[src/rtl/bus_err_drain_arb.sv]
// Round-robin drain of NumSrc bus-error FIFOs into one tagged record stream.
// Optional overflow-priority class enabled with `define BUS_ERR_DRAIN_ARB_OVF_PRIO_EN.
module bus_err_drain_arb #(
    parameter int NumSrc        = 4,
    parameter int AddrWidth     = 48,
    parameter int MetaDataWidth = 1,
    parameter int ErrBits       = 3,
    parameter int CntWidth      = 16,
    parameter int IdxWidth      = $clog2(NumSrc)
) (
    input  logic                              clk_i,
    input  logic                              rst_ni,
    input  logic                              enable_i,
    input  logic [NumSrc-1:0]                 src_mask_i,
    input  logic [NumSrc-1:0]                 src_valid_i,
    input  logic [NumSrc*AddrWidth-1:0]       src_addr_i,
    input  logic [NumSrc*MetaDataWidth-1:0]   src_meta_i,
    input  logic [NumSrc*ErrBits-1:0]         src_err_i,
    input  logic [NumSrc-1:0]                 src_overflow_i,
    output logic [NumSrc-1:0]                 src_pop_o,
    output logic                              out_valid_o,
    input  logic                              out_ready_i,
    output logic [IdxWidth-1:0]               out_src_o,
    output logic [AddrWidth-1:0]              out_addr_o,
    output logic [MetaDataWidth-1:0]          out_meta_o,
    output logic [ErrBits-1:0]                out_err_o,
    output logic                              out_overflow_o,
    output logic                              irq_o,
    input  logic                              cnt_clr_i,
    output logic [CntWidth-1:0]               fwd_cnt_o
);

    typedef enum logic {
        IDLE = 1'b0,
        FULL = 1'b1
    } state_e;

    state_e              state_q, state_d;
    logic [IdxWidth-1:0] rr_ptr_q, rr_ptr_next, win_idx;
    logic [NumSrc-1:0]   eligible, cand;
    logic                win_found, grant_ok;

    assign eligible = src_valid_i & ~src_mask_i;

`ifdef BUS_ERR_DRAIN_ARB_OVF_PRIO_EN
    logic [NumSrc-1:0] ovf_eligible;
    assign ovf_eligible = eligible & src_overflow_i;
    assign cand         = (|ovf_eligible) ? ovf_eligible : eligible;
`else
    assign cand = eligible;
`endif

    // Search starts at the pointer and wraps, so the last winner gets lowest priority.
    always_comb begin : rr_pick
        logic [IdxWidth-1:0] idx;
        // NOTE: every variable gets a default before the loop so no latch is inferred.
        win_idx   = '0;
        win_found = 1'b0;
        idx       = '0;
        for (int i = 0; i < NumSrc; i++) begin
            idx = IdxWidth'((int'(rr_ptr_q) + i) % NumSrc);
            if (!win_found && cand[idx]) begin
                win_found = 1'b1;
                win_idx   = idx;
            end
        end
    end

    assign rr_ptr_next = (win_idx == IdxWidth'(NumSrc - 1)) ? '0 : win_idx + 1'b1;
    assign grant_ok    = enable_i & win_found &
                         ((state_q == IDLE) | ((state_q == FULL) & out_ready_i));
    assign src_pop_o   = grant_ok ? (NumSrc'(1) << win_idx) : '0;
    assign out_valid_o = (state_q == FULL);

    always_comb begin
        state_d = state_q;
        case (state_q)
            IDLE:    if (grant_ok) state_d = FULL;
            FULL:    if (out_ready_i && !grant_ok) state_d = IDLE;
            default: state_d = IDLE;
        endcase
    end

    always_ff @(posedge clk_i or negedge rst_ni) begin
        if (!rst_ni) begin
            state_q        <= IDLE;
            rr_ptr_q       <= '0;
            out_src_o      <= '0;
            out_addr_o     <= '0;
            out_meta_o     <= '0;
            out_err_o      <= '0;
            out_overflow_o <= 1'b0;
            irq_o          <= 1'b0;
            fwd_cnt_o      <= '0;
        end else begin
            // NOTE: non-blocking assignments so every register samples pre-edge values.
            state_q <= state_d;
            irq_o   <= (|eligible) | (state_d == FULL);
            if (grant_ok) begin
                rr_ptr_q       <= rr_ptr_next;
                out_src_o      <= win_idx;
                out_addr_o     <= src_addr_i[int'(win_idx)*AddrWidth +: AddrWidth];
                out_meta_o     <= src_meta_i[int'(win_idx)*MetaDataWidth +: MetaDataWidth];
                out_err_o      <= src_err_i[int'(win_idx)*ErrBits +: ErrBits];
                out_overflow_o <= src_overflow_i[win_idx];
            end
            // Clear takes precedence over a same-cycle handshake.
            if (cnt_clr_i) begin
                fwd_cnt_o <= '0;
            end else if (out_valid_o && out_ready_i && (fwd_cnt_o != {CntWidth{1'b1}})) begin
                fwd_cnt_o <= fwd_cnt_o + 1'b1;
            end
        end
    end

endmodule
[config.mk]
export PLATFORM = sky130hd
export DESIGN_NAME = bus_err_drain_arb
export DESIGN_NICKNAME = d
export VERILOG_FILES = /design/src/rtl/bus_err_drain_arb.sv
export SDC_FILE = /design/constraint.sdc
export NUM_CORES = 1
export LEC_CHECK = 0
export CAP_MARGIN = 40
export CELL_PAD_IN_SITES_DETAIL_PLACEMENT = 0
export CELL_PAD_IN_SITES_GLOBAL_PLACEMENT = 2
export CORE_MARGIN = 2
export CORE_UTILIZATION = 22
export DETAILED_ROUTE_END_ITERATION = 8
export MAX_ROUTING_LAYER = met4
export PLACE_DENSITY_LB_ADDON = 0.1
export RECOVER_POWER = 100
export SLEW_MARGIN = 30
export SYNTH_ARGS = -nofsm -noshare
export SYNTH_HDL_FRONTEND = slang
export SYNTH_SLANG_ARGS = --single-unit
[constraint.sdc]
create_clock -name clk_i -period 5.36 [get_ports clk_i]
set_input_delay 0.804 -clock clk_i [delete_from_list [all_inputs] [get_ports clk_i]]
set_output_delay 0.804 -clock clk_i [all_outputs]
set_load 0.05 [all_outputs]
### After elaboration in Yosys (flattened, before gate mapping)

Index checks and enable logic that the tools add are counted.

* flip-flop bits (word level): 75
* bits of input ports: 225
* word-level logic and storage cells: 72
* output and inout bits: 77

* multiply operators: 2
* shift operators: 4
* $lt $le $gt $ge: 5
* $add $sub $neg: 5
* reductions and logical operators: 12
* bitwise operators: 8
* eq/ne operators: 2
* muxes and demuxes: 25

Operators by type and width (count)
* $shiftx A192 B9 Y48: 1
* $mux W16: 2
* $add A16 B1 Y16 const B: 1
* $ne A16 B16 Y1 const B: 1
* $lt A2 B3 Y1 const B: 5
* $shiftx A12 B5 Y3: 1
* $mux W1: 11
* $bmux W1 S2: 5
* $mux W2: 5
* $mul A2 B2 Y4 const B: 2
* $logic_and A1 B1 Y1: 6
* $add A2 B1 Y2 const B: 2
* $add A2 B2 Y2 const B: 2
* $and A4 B4 Y4: 1
* $logic_not A1 Y1: 4
* $mux W4: 1
* $not A4 Y4: 1
* $reduce_or A4 Y1: 1
* $shiftx A4 B3 Y1: 1
* $shl A1 B2 Y4 const A: 1
* $and A1 B1 Y1: 3
* $eq A2 B2 Y1 const B: 1
* $or A1 B1 Y1: 2
* $pmux W1 S2: 1
* other kinds (2): 2

### Longest topological paths before layout

Gate-level depths: netlist of the first run.

* depth after elaboration: 21
* mapped depth: 8
* mapped depth without buffers: 6

### Worst setup path before layout of the first run

No wires, ideal clock.

* kind: in2out
* from: input port src_mask_i[0]
* to: output port src_pop_o[1]
* path slack: 2.211 ns
* data arrival time: 2.345 ns
* stages on the path: 8
* required time: 4.556 ns
* buffers on the path: 2
* cells stage by stage: nand3b_1 > a311o_1 > and2_1 > buf_6 > buf_6 > inv_1 > ha_1 > and2_1

* elaborated cells between the ends (all ways): 28
* classes of those cells: shift (1); mux (17); bitwise (4); reduce/logical (6)

RTL lines
* from (decl): line 14 `input logic [NumSrc-1:0] src_mask_i,`
* $not A4 Y4 *: line 43 `assign eligible = src_valid_i & ~src_mask_i;`
* $and A4 B4 Y4 *: line 43
* $bmux W1 S2: line 62 `if (!win_found && cand[idx]) begin`
* $mux W1 (implied by the code): line 62
* $mux W1: line 62
* $logic_not A1 Y1: line 62
* $logic_and A1 B1 Y1: line 62
* $mux W1: line 62
* $logic_not A1 Y1: line 62
* $logic_and A1 B1 Y1: line 62
* $mux W1: line 62
* $logic_not A1 Y1: line 62
* $logic_and A1 B1 Y1: line 62
* $mux W2 *: line 62
* via win_idx[1]: line 39 `logic [IdxWidth-1:0] rr_ptr_q, rr_ptr_next, win_idx;`
* $shl A1 B2 Y4 *: line 72 `assign src_pop_o = grant_ok ? (NumSrc'(1) << win_idx) : '0;`
* $mux W4 *: line 72
* to (decl): line 20 `output logic [NumSrc-1:0] src_pop_o,`

Mark *: on every way through the listed nets, which the timed path passes. The rest lies on a longest branch. The select of a mux whose other input is x is not followed.

### Final worst setup path of the first run

* from: input port src_mask_i[1]
* to: output port src_pop_o[3]

* longest elaborated chain between the ends: 17
* elaborated cells between the ends (all ways): 28
* classes of those cells: shift (1); mux (17); bitwise (4); reduce/logical (6)

Ends and longest elaborated chain
* $not A4 Y4 *: line 43
* $and A4 B4 Y4 *: line 43
* $bmux W1 S2: line 62
* $mux W1 (implied by the code): line 62
* $mux W1: line 62
* $logic_not A1 Y1: line 62
* $logic_and A1 B1 Y1: line 62
* $mux W1: line 62
* $logic_not A1 Y1: line 62
* $logic_and A1 B1 Y1: line 62
* $mux W1: line 62
* $logic_not A1 Y1: line 62
* $logic_and A1 B1 Y1: line 62
* $mux W1: line 62
* $and A1 B1 Y1 (2 in a row): line 70 `assign grant_ok = enable_i & win_found &`
* $mux W4 *: line 72

Mark *: on every way between the ends. The rest lies on a longest branch, timed or not. The select of a mux whose other input is x is not followed.

==> impl_metrics.json, run 1 <==
{
  "status": "complete, but fails checks",
  "failed_checks": "max-capacitance violations, max-slew violations",
  "cp_cell_sequence": "dlygate4sd3_1 > nor2b_1 > o41ai_1 > nor2_4 > and2_1 > dlygate4sd3_1",
  "holdPathStages": 2,
  "hold_class": "flip-flop to flip-flop",
  "max_stage_delay_ns": 0.89,
  "track_usage_pct": 16.55,
  "gr-max-usage-layer": "met2",
  "die_y_um": 149.6,
  "clk_pin_slew_ns": 0.06,
  "antenna_found_initial": 0,
  "rsz0062_at_grt": "false",
  "wl_per_cell_um": 18.39,
  "cts_resized": 0,
  "finalMaxSlewViolations": 146,
  "filler_cell_count": 2065,
  "r2r_end": "fwd_cnt_o[14]",
  "port-buffer-count": 301,
  "postCtsSetupBuffers": 0,
  "routabilityCongestion": 0.8165,
  "hp-start": "out_src_o[1]",
  "area_delta_synth_final_pct": 74.02,
  "ys_ff_latch": 75,
  "syn_nets": 671,
  "clk_latency_ns": 0.34,
  "grt_overflow": 0,
  "finClkSkew_ns": 0.006661,
  "vdd_drop_max_mv": 0.1341,
  "critPathBufInv": 2,
  "clock-sinks": 75,
  "grt_max_degree": 76,
  "p_per_area_nw_per_um2": 353.0,
  "synth_edf_count": 0,
  "postCtsHoldBufs": 0,
  "grt_pass1_vias": 4781,
  "cts_made_buffers": 9,
  "drive_gt1_share_pct": 4.788,
  "synth_area_sq_um": 4662,
  "initial_utilization_pct": 22.32,
  "worstPathMaxFanout": 19,
  "p_leak_nw": 3.326,
  "crit_slowest_cell": "o41ai_1",
  "fin_crit_ns": 4.393,
  "layout_worst_path_cycle_share_pct": 81.95,
  "slew_headroom_pct": -44.76,
  "worst_setup_path_start_kind": "input pin",
  "pin_count": 302,
  "use_met3_pct": 4.848,
  "drt_iter0_markers": 163,
  "synth.largest_area_cell": "dfrtp_1",
  "min_to": "out_src_o[1]",
  "globalRouteMet2Util_pct": 28.26,
  "vias": 4616,
  "rows": 53,
  "syn_inst": 441,
  "drc": 0,
  "critPathMostFrequentCell": "dlygate4sd3_1",
  "dieArea_sq_um": 22370,
  "dr.pass1.iters": 4,
  "htree_num_levels": 3,
  "grt_pass1_wl_mm": 27.50,
  "fmax_ghz": 0.2277,
  "synthTopCellsByCount": "88 x mux2i_1, 75 x dfrtp_1, 64 x nand2_1",
  "antennaDiodeCount": 0,
  "endpoint_kind": "output port",
  "worstRegToRegCells": 5,
  "worst-path-stages": 6,
  "r2r_start": "fwd_cnt_o[6]",
  "final_hold_viol_count": 0,
  "route.final.wire_length_mm": 18.50,
  "die_w_um": 149.6,
  "r2r_slack_ns": 2.17,
  "final_net_count": 956,
  "cp.arrival_ns": 3.59,
  "total_power_mw": 2.864,
  "maxCapViolCount": 4,
  "cp_top_family": "buffers and inverters",
  "postRouteAntennaNets": 0,
  "worst_pin_slew_ns": 2.152,
  "avgSynthCellArea_sq_um": 10.57,
  "synth_top_area_share_pct": 40.26,
  "cp.required_ns": 4.56,
  "core_area_sq_um": 20890,
  "async_reset_ff_share_pct": 100.0,
  "setup_viol": 0,
  "synthTopCellsByArea": "dfrtp_1 40%, mux2i_1 19%, o221ai_1 10%",
  "met1_usage_pct": 18.92,
  "yosys_warnings": 0,
  "cts_tree": "yes",
  "dp_hpwl_mm": 13.72,
  "ys_types": 48,
  "fin_tns_setup_ns": 0,
  "clock_path_buffers": 2,
  "vias_per_cell": 4.588,
  "synth_top_flop_cell": "dfrtp_1",
  "yosysMostFrequentCell": "mux2i_1",
  "cts_root_buf": "clkbuf_16",
  "ys_seq_area_share_pct": 40.26,
  "crit_type": "input pin to output port"
}
==> registers in the layout (all words and copies together) (netlist names) <==
register,flops
fwd_cnt_o,16
irq_o,1
out_addr_o,48
out_err_o,3
out_meta_o,1
out_overflow_o,1
out_src_o,2
out_valid_o,1
rr_ptr_q,2
==> worst register-to-register path, cell delays in order, from the launching register on <==
cell	delay [ns]
dfrtp_1	0.46
nand4_1	0.21
nor4_1	1.75
nor3_1	0.28
a21o_1	0.28
a21oi_1	0.12
==> kinds of logic after synthesis <==
logic type,count (synthesis),share of synthesized area [%]
adder cells (fa/ha/maj),5,1.342
multiplexers,97,21.07
buffers and inverters,45,5.824
XOR/XNOR,14,2.630
AO/OA/AOI/OAI,75,14.79
flip-flops,75,40.26
AND/OR/NAND/NOR,130,14.09
==> routing by layer <==
metal,wire [um],share of wire (%),up-vias
met2,9069,49,183
met5,0,0,-
met4,308,1.7,0
met1,7575,41,2192
li1,-,-,2224
met3,1549,8.4,17
==> per-stage QoR <==
stage	utilization, %	instances	cell area [sq um]	hold slack (ns)	setup slack, ns
floorplan	-	441	4662	0.5084	2.211
global placement	37.41	988	7815	0.4611	1.194
detailed placement	37.49	988	7831	0.4630	1.131
CTS	38.90	1004	8125	0.4783	1.120
global route	38.84	1006	8113	0.4969	0.8103
finish	38.84	1006	8113	0.4686	0.9673
==> power by group <==
part,internal (mW),switching (mW)
sequential,0.715,0.0753
combinational,0.544,0.914
clock,0.359,0.256
==> cells in the final DEF, fill, tap and decap left out, types with 2 or more instances in the layout <==
cell type	instances
ha_1	5
mux2_2	2
clkbuf_16	9
nor3_1	3
clkinvlp_4	2
nor4b_1	2
dlygate4sd3_1	78
mux2i_1	88
a211oi_2	3
a21oi_1	2
nand2b_1	3
mux2_1	7
and2_1	4
nand4_1	3
nor2b_2	2
o221a_1	8
clkdlybuf4s50_1	222
nor3b_2	2
o21ai_1	2
nor2b_1	3
nor2_1	17
xnor2_1	14
nor3b_1	3
inv_1	13
o221ai_1	53
clkinv_2	3
buf_4	2
nand3_1	6
nand2_1	66
nor4_1	7
dfrtp_1	75
==> worst max-delay path by stage <==
| stage | start | to | slack [ns] |
|---|---|---|---|
| 4_1_cts | src_mask_i[1] | src_pop_o[0] | 1.12 |
| 5_1_grt | src_mask_i[1] | out_addr_o[25] | 0.81 |
| 2_1_floorplan | src_mask_i[0] | src_pop_o[1] | 2.21 |
| 3_3_place_gp | src_mask_i[1] | src_pop_o[0] | 1.19 |
| 6_report | src_mask_i[1] | src_pop_o[3] | 0.97 |
| 3_5_place_dp | src_mask_i[1] | src_pop_o[0] | 1.13 |
==> cell type report <==
cell class              count  area [sq um]  share of cell area, %
multi-input cells         321          2476                  30.52
clock inverters             7         68.82                 0.8482
inverters                  14         52.55                 0.6477
flip-flops and latches     75          1877                  23.13
clock buffers               9         225.2                  2.776
well taps                 275         344.1                  4.241
repair buffers            305          3069                  37.83
No activity file was read; power rests on OpenSTA's default activity.
==> run 2, diff against run 1 <==
Settings changed: CORE_UTILIZATION 22 to 20.
Clock period 5.36 ns to 4.4 ns, I/O delays scaled along.
==> impl_metrics.json, run 2 (synthesis results as in run 1) <==
{
  "final_net_count": 958,
  "cp.arrival_ns": 3.41,
  "final_cell_mix": "224 x clkdlybuf4s50_1, 88 x mux2i_1, 76 x dlygate4sd3_1",
  "cp.required_ns": 3.74,
  "layout_commonest_cell": "clkdlybuf4s50_1",
  "hold_class": "flip-flop to flip-flop",
  "fin_tns_setup_ns": 0,
  "postCtsHoldBufs": 0,
  "worstPathMaxFanout": 19,
  "htree_num_levels": 3,
  "pin_count": 302,
  "cts_made_buffers": 9,
  "worst_setup_path_start_kind": "input pin",
  "final_hold_viol_count": 0,
  "core_area_sq_um": 22780,
  "maxCapViolCount": 1,
  "initial_utilization_pct": 20.47,
  "crit_type": "input pin to output port",
  "cts_root_buf": "clkbuf_16",
  "drive_gt1_share_pct": 4.781,
  "r2r_end": "out_addr_o[13]",
  "die_w_um": 156.7,
  "clock-sinks": 75,
  "finClkSkew_ns": 0.01231,
  "fin_crit_ns": 4.070,
  "dr.pass1.iters": 4,
  "grt_max_degree": 76,
  "cts_resized": 0,
  "p_per_area_nw_per_um2": 424.7,
  "cp-endpoint": "src_pop_o[3]",
  "wl_per_cell_um": 18.57,
  "failed_checks": "max-capacitance violations, max-slew violations",
  "grt_pass1_vias": 4894,
  "status": "complete, but fails checks",
  "top_regs": "out_addr_o x48, fwd_cnt_o x16, out_err_o x3",
  "crit_slowest_cell": "o41ai_1",
  "rows": 55,
  "pwr-share-clk_pct": 20.8,
  "antenna_found_initial": 0,
  "fmax_ghz": 0.2457,
  "swShare_pct": 43.81,
  "clk_pin_slew_ns": 0.06,
  "cts_tree": "yes",
  "postRouteAntennaNets": 0,
  "routabilityCongestion": 0.8002,
  "max_stage_delay_ns": 0.86,
  "clk_latency_ns": 0.34,
  "rsz0062_at_grt": "false",
  "dieArea_sq_um": 24550,
  "grt_pass1_wl_mm": 28.85,
  "largest_reg_flops": 48,
  "power_frac_seq_pct": 28.0,
  "cp_cell_sequence": "clkdlybuf4s50_1 > nor2b_1 > o41ai_1 > nor2_4 > and2_1 > dlygate4sd3_1",
  "dp_hpwl_mm": 14.24,
  "area_delta_synth_final_pct": 74.77,
  "endpoint_kind": "output port",
  "drt_iter0_markers": 149,
  "drc": 0,
  "postCtsSetupBuffers": 0,
  "vdd_drop_max_mv": 0.1493,
  "worst_pin_slew_ns": 2.181,
  "vias_per_cell": 4.464,
  "r2r_slack_ns": 1.75,
  "die_y_um": 156.7,
  "p_leak_nw": 3.311,
  "port-buffer-count": 301,
  "p_int_mw": 1.944,
  "track_usage_pct": 15.96,
  "setup_viol": 0,
  "r2r_start": "rr_ptr_q[0]",
  "route.final.wire_length_mm": 19.45,
  "vias": 4674,
  "startpoint": "src_mask_i[0]",
  "layout_worst_path_cycle_share_pct": 92.50,
  "finalMaxSlewViolations": 38,
  "slew_headroom_pct": -45.43,
  "worstRegToRegCells": 7,
  "pwr-share-comb_pct": 51.2,
  "clock_path_buffers": 2,
  "total_power_mw": 3.460,
  "top_register": "out_addr_o",
  "grt_overflow": 0,
  "p_sw_mw": 1.516
}
run 2: cell types whose count changed in the layout (fill, tap and decap cells not counted), sizes merged:
cell,delta
clkbuf,+5
diode,+2
dlygate4sd3,-2
clkinv,-3
clkdlybuf4s50,+2
bufinv,-1
run 2: worst min path at each step:
stage,start,to,slack [ns],depth (start not counted)
2_1_floorplan,rst_ni,fwd_cnt_o[0],0.36,0
3_3_place_gp,out_src_o[0],out_src_o[0],0.46,2
3_5_place_dp,out_src_o[1],out_src_o[1],0.46,2
4_1_cts,rst_ni,out_addr_o[25],0.39,1
5_1_grt,out_meta_o,out_meta_o,0.50,2
6_report,out_src_o[1],out_src_o[1],0.47,2
run 2: final cells by class:
cell class / instances / area, sq um
fillers: 2271 / 14630
repair buffers: 307 / 3070
multi-input cells: 321 / 2471
flip-flops and latches: 75 / 1877
well taps: 313 / 391.6
clock buffers: 12 / 256.5
inverters: 14 / 52.55
clock inverters: 3 / 23.77
diodes: 2 / 5.005
run 2: routing by layer:
layer	share of wire, %	track usage [%]	vias to the layer above
met5	0	-	-
met4	2.4	5.461	0
met3	6.5	3.739	24
met2	51	27.59	174
met1	40	18.13	2246
li1	-	-	2230
run 2: through the flow:
stage / instance area, sq um / std cells / util, % / hold slack [ns] / worst slack [ns]
global route: 8143 / 1045 / 35.75 / 0.5020 / 0.1523
global placement: 7883 / 1027 / 34.61 / 0.4609 / 0.5266
detailed placement: 7914 / 1028 / 34.74 / 0.4628 / 0.4657
finish: 8148 / 1047 / 35.77 / 0.4702 / 0.3300
floorplan: 4662 / 441 / - / 0.3644 / 1.539
CTS: 8194 / 1043 / 35.97 / 0.3922 / 0.4682
run 2: critical path: cells and delay by family:
family | cells | cell delay, ns
and+or+nand+nor | 3 | 0.59
AOI/OAI and AO/OA | 1 | 0.86
buffers and inverters | 2 | 1.30
run 2: power groups by stage:
stage / Clock (mW) / Sequential [mW] / Combinational, mW
after detailed placement: 0 / 0.985 / 1.86
after global routing: 0.788 / 0.990 / 1.88
after floorplan: 0 / 1.60 / 0.520
after CTS: 0.760 / 0.976 / 1.87
final: 0.721 / 0.967 / 1.77
after global placement: 0 / 0.978 / 1.86
